<file path="config.mk">
export PLATFORM = sky130hd
export DESIGN_NAME = mem_arbiter
export DESIGN_NICKNAME = d
export VERILOG_FILES = /design/src/rtl/mem_arbiter.sv
export SDC_FILE = /design/constraint.sdc
export NUM_CORES = 1
export LEC_CHECK = 0
export CORE_AREA = 2 2 84 86
export CTS_BUF_LIST = sky130_fd_sc_hd__clkbuf_8
export DETAILED_ROUTE_END_ITERATION = 6
export DIE_AREA = 0 0 86 88
export PLACE_DENSITY = 0.88
export SETUP_SLACK_MARGIN = 0.3
export SLEW_MARGIN = 15
export SYNTH_ARGS = -nofsm -noshare
export SYNTH_HDL_FRONTEND = slang
export SYNTH_SLANG_ARGS = --single-unit
</file>
<file path="constraint.sdc">
create_clock -name clock -period 4.4 [get_ports clock]
set_clock_uncertainty 0.2 [all_clocks]
set_input_delay 0.66 -clock clock [delete_from_list [all_inputs] [get_ports clock]]
set_output_delay 0.66 -clock clock [all_outputs]
set_load 0.1 [all_outputs]
</file>
<file path="src/rtl/mem_arbiter.sv">
// Two-master arbiter sharing one memory port between the CPU and a host loader/debug port.
// The host gets a bounded run of cycles while the CPU is also requesting, so neither master starves.
module mem_arbiter #(
    parameter int ADDR_W       = 16,
    parameter int DATA_W       = 32,
    parameter int MAX_HOST_RUN = 4
) (
    input  logic              clock,
    input  logic              reset,
    input  logic              cpu_req,
    input  logic [ADDR_W-1:0] cpu_addr,
    input  logic              cpu_we,
    input  logic [DATA_W-1:0] cpu_wdata,
    output logic              cpu_stall,
    input  logic              host_req,
    input  logic [ADDR_W-1:0] host_addr,
    input  logic              host_we,
    input  logic [DATA_W-1:0] host_wdata,
    output logic              host_gnt,
    output logic [DATA_W-1:0] host_rdata,
    output logic              host_rvalid,
    output logic [ADDR_W-1:0] mem_addr,
    output logic              mem_we,
    output logic [DATA_W-1:0] mem_wdata,
    input  logic [DATA_W-1:0] mem_rdata
);

    localparam int RUN_W = $clog2(MAX_HOST_RUN + 1);
    localparam logic [RUN_W-1:0] RUN_MAX = RUN_W'(MAX_HOST_RUN);

    typedef enum logic {
        OWN_CPU  = 1'b0,
        OWN_HOST = 1'b1
    } owner_t;

    owner_t           owner;
    logic [RUN_W-1:0] run;
    logic             next_host;
    logic             host_read_done;

    // Host keeps the port until it has used up its run, but only while the CPU is also waiting.
    assign next_host      = host_req && (!cpu_req || (run < RUN_MAX));
    assign host_read_done = (owner == OWN_HOST) && host_req && !host_we;

    assign host_gnt  = (owner == OWN_HOST);
    assign cpu_stall = (owner == OWN_HOST);

    always_comb begin
        mem_addr  = cpu_addr;
        mem_wdata = cpu_wdata;
        mem_we    = cpu_req && cpu_we;
        if (owner == OWN_HOST) begin
            mem_addr  = host_addr;
            mem_wdata = host_wdata;
            mem_we    = host_req && host_we;
        end
    end

    always_ff @(posedge clock or negedge reset) begin
        if (!reset) begin
            owner       <= OWN_CPU;
            run         <= '0;
            host_rvalid <= 1'b0;
            host_rdata  <= '0;
        end else begin
            if (next_host) begin
                owner <= OWN_HOST;
                run   <= (run == RUN_MAX) ? run : run + 1'b1;
            end else begin
                owner <= OWN_CPU;
                run   <= '0;
            end
            // Read data is captured from the cycle the host actually owned the port.
            host_rvalid <= host_read_done;
            if (host_read_done) begin
                host_rdata <= mem_rdata;
            end
        end
    end

endmodule

</file>
---- Word-level counts from Yosys, hierarchy flattened ----
Cells that the tools add are included.
operators by class
  add/sub/neg operators ................... 1
  $lt $le $gt $ge ......................... 1
  equality and inequality tests ........... 2
  mux-type cells .......................... 6
  reductions and logical operators ........ 8
operators with widths
  kind                   count
  $mux W32               1
  $mux W16               1
  $mux W3                2
  $logic_and A1 B1 Y1    5
  $add A3 B1 Y3 const B  1
  $eq A3 B3 Y1 const B   1
  $lt A3 B3 Y1 const B   1
  $logic_not A1 Y1       2
  $mux W1                2
  $ne A2 B2 Y1 const B   1
  $logic_or A1 B1 Y1     1
word-level totals
  bits in registers ....................... 37
  input port bits ......................... 134
  output and inout port bits .............. 84

---- Logic depth before layout (Yosys ltp) ----
  word-level depth ........................ 4
  mapped depth ............................ 5
  mapped depth without buffers ............ 5

---- Least setup slack after synthesis ----
OpenSTA, ideal clock, no wires.
  path kind ............................... flip-flop to output port
  start ................................... register owner (netlist: cpu_stall)
  end ..................................... output port mem_we
  arrival time ............................ 3354 ps
  required time ........................... 3540 ps
  slack ................................... 186 ps
  stages on the path, launching flop included .. 4
  buffers on the path ..................... 2
  path through ............................ dfrtp_1 > buf_2 > buf_2 > o21ai_0
on the way
  word-level cells in the longest chain between the ends .. 1
RTL lines
  what                      RTL line  text
  start: declaration        36        owner_t owner;
  start signal: assignment  61        owner <= OWN_CPU;
  start signal: assignment  67        owner <= OWN_HOST;
  start signal: assignment  70        owner <= OWN_CPU;
  $mux W1                   52        if (owner == OWN_HOST) begin
  end: declaration          23        output logic mem_we,
No other way between the ends.

---- Final worst setup path ----
  start ................................... register owner (netlist: cpu_stall)
  end ..................................... output port host_gnt
RTL lines
  what              RTL line  text
  end: declaration  19        output logic host_gnt,
No word-level cell between the ends.

==> results.json <==
{
  "hold_viol": 0,
  "drt_first_iter_violations": 32,
  "row_count": 30,
  "finalSetupViolations": 0,
  "overflow": 0,
  "worstSetupEndpointType": "output port",
  "dr.pass1.iters": 4,
  "vias": 2062,
  "finalMaxSlewViolations": 0,
  "drv_cap": 0,
  "worstPathRequired_ns": 3.54,
  "syn-num-nets": 285,
  "placed_cell_area_sq_mm": 0.00424,
  "worst-endpoint-arrival_ns": 2.28,
  "synth_edf_count": 0,
  "cts_sinks": 37,
  "seqPwrFrac": 0.228,
  "yosys-top-cells-area": "dfrtp_1 43%, mux2_2 27%, mux2_4 20%, buf_6 1.6%, buf_2 1.4%",
  "cp.depth": 1,
  "combPwrFrac": 0.614,
  "r2r_cells": 2,
  "rr_endpoint": "host_rdata[18]",
  "grt_pass1_vias": 2115,
  "cts_resized": 0,
  "path_buf_inv": 1,
  "netlist_area_sq_mm": 0.00216,
  "io_pins": 218,
  "relSlewSlack": 0.324,
  "synth_warnings": 0,
  "post-route-period-util": 0.713,
  "syn_to_final_growth_pct": 102,
  "slowest_delay_ns": 1.24,
  "wl_met3_um": 829,
  "grt_max_degree": 38,
  "final_area_sq_mm": 0.00436,
  "yosysMostFrequentCell": "mux2_2",
  "tightestPinTransition_ns": 1.01,
  "worstSkewPairLatency_ns": 0.28,
  "drc_errors": 0,
  "die_w_um": 86,
  "setup.worst_path.class": "reg2out",
  "die_y_um": 88,
  "grt.total_usage": 0.206,
  "synthTopCellsByCount": "51 x mux2_2, 37 x dfrtp_1, 29 x mux2_4, 6 x buf_2, 4 x inv_1",
  "cp_cell_sequence": "clkdlybuf4s50_1",
  "p_switching_mw": 1.01,
  "critPathMaxFanout": 26,
  "layout_min_cycle_time_ns": 3.14,
  "grt_setup_unrepaired": "no",
  "slowest_stage": "clkdlybuf4s50_1",
  "clk_path_buf_depth": 2,
  "setup_tns_ns": 0,
  "dieArea_sq_mm": 0.00757,
  "pwr_density_cell_mw_per_mm2": 448,
  "internal-power_mw": 0.943,
  "crit_family": "buffers and inverters",
  "clkPwrFrac": 0.158,
  "swShare": 0.517,
  "final_antenna_net_count": 0,
  "irDropWorstVdd_mv": 0.310,
  "gp_congestion": 0.847,
  "diodes": 0,
  "hold_class": "in2async",
  "post-synth-top-area-cell": "dfrtp_1",
  "post_cts_buffers": 0,
  "synth_seq_cells": 37,
  "async_reset_ff_frac": 1.00,
  "worstReg2RegStart": "cpu_stall",
  "viasPerCell": 4.63,
  "critical_path.endpoint": "host_gnt",
  "cts_tree": "yes",
  "ctsHoldBuffers": 0,
  "wirelength_mm": 8.35,
  "whs_ns": 0.264,
  "nets": 500,
  "start_kind": "flop",
  "p_leak_nw": 1.95,
  "layout-drive-gt1-share": 0.384,
  "ys_types": 18,
  "post-dp-hpwl_mm": 6.78,
  "grt_pass1_wl_mm": 11.8,
  "wl_per_cell_um": 18.8,
  "r2r_slack_ns": 2.24,
  "wl_met1_mm": 3.15,
  "routed.top_layer": "met4",
  "wl_met2_mm": 4.21,
  "status": "completed",
  "avgSynthCellArea_sq_um": 14.5,
  "synth_top_area_frac": 0.429,
  "p_total_mw": 1.95,
  "cts.htree.levels": 2,
  "start_util": 0.325,
  "cts-root-buf": "clkbuf_8",
  "numCtsBuffers": 5,
  "fmax_mhz": 319,
  "numPortBuffers": 217,
  "core_area_sq_mm": 0.00664,
  "path_clk_slew_ns": 0.08,
  "synth-main-ff-cell": "dfrtp_1",
  "ys_seq_area_frac": 0.429,
  "synth_cells": 149,
  "grt_antenna_before_repair": 0,
  "startpoint": "cpu_stall"
}
worst register-to-register path, delay by kind of cell (launching register included):
kind	cells	cell delay [ns]
flip-flops	1	0.74
AND/OR/NAND/NOR	1	0.57
multiplexers	1	0.54
worst min path at each step:
stage,startpoint,endpoint,cells after the start
finish,reset,host_rdata[28],1
CTS,reset,host_rdata[30],1
global placement,host_rdata[0],host_rdata[0],1
floorplan,reset,cpu_stall,0
detailed placement,host_rdata[16],host_rdata[16],1
global route,reset,host_rdata[22],1
power groups by stage:
stage / Sequential [mW] / Clock [mW] / Combinational [mW]
detailed placement: 0.449 / 0 / 1.20
CTS: 0.445 / 0.313 / 1.21
floorplan: 0.873 / 0 / 0.443
global placement: 0.447 / 0 / 1.19
finish: 0.445 / 0.308 / 1.20
global route: 0.453 / 0.323 / 1.23
through the flow:
stage	util	setup slack, ns	cells
floorplan	-	0.947	149
global placement	0.638	1.59	437
detailed placement	0.638	1.57	437
CTS	0.656	1.25	445
global route	0.656	1.20	445
finish	0.656	1.26	445
flip-flops by register name (all words and copies together) (netlist names):
name,count
host_rdata,32
run,3
cpu_stall,1
host_rvalid,1
logic make-up (layout without fill, tap and decap cells):
kind of cell,after synthesis,in the layout,share of synthesized area
flip-flops,37,37,0.429
multiplexers,80,80,0.468
buffers and inverters,14,230,0.0400
adder cells (fa/ha/maj),2,2,0.0116
AO/OA/AOI/OAI,7,7,0.0209
AND/OR/NAND/NOR,9,9,0.0313
metal layers:
layer | vias to the layer above | GRT usage
met3 | 11 | 0.0679
met5 | - | 0
met2 | 118 | 0.369
met1 | 969 | 0.234
met4 | 0 | 0.0620
li1 | 964 | -
final cells by class:
class                      count  area, sq um
clock buffer                   6         82.6
clock inverter                 2         33.8
fill                         518         2290
inverter                       4         15.0
multi-input combinational     98         1150
sequential                    37          927
tap                           80          100
timing repair buffer         218         2050
cell usage in the layout, fill, tap and decap left out:
| cell | instances |
|---|---|
| nand2_1 | 1 |
| clkdlybuf4s50_1 | 167 |
| buf_4 | 50 |
| o21a_1 | 1 |
| nand4b_1 | 2 |
| clkbuf_8 | 6 |
| inv_1 | 5 |
| mux2_4 | 29 |
| o21ai_0 | 2 |
| o21ai_1 | 1 |
| bufinv_16 | 1 |
| dfrtp_1 | 36 |
| nand3b_4 | 1 |
| ha_1 | 2 |
| nor2_1 | 1 |
| a21boi_0 | 3 |
| mux2_2 | 51 |
| nor2b_1 | 2 |
| nor3_1 | 1 |
| nand3_1 | 1 |
| dfrtp_2 | 1 |
| buf_2 | 1 |
No activity file was read; power rests on OpenSTA's default activity.
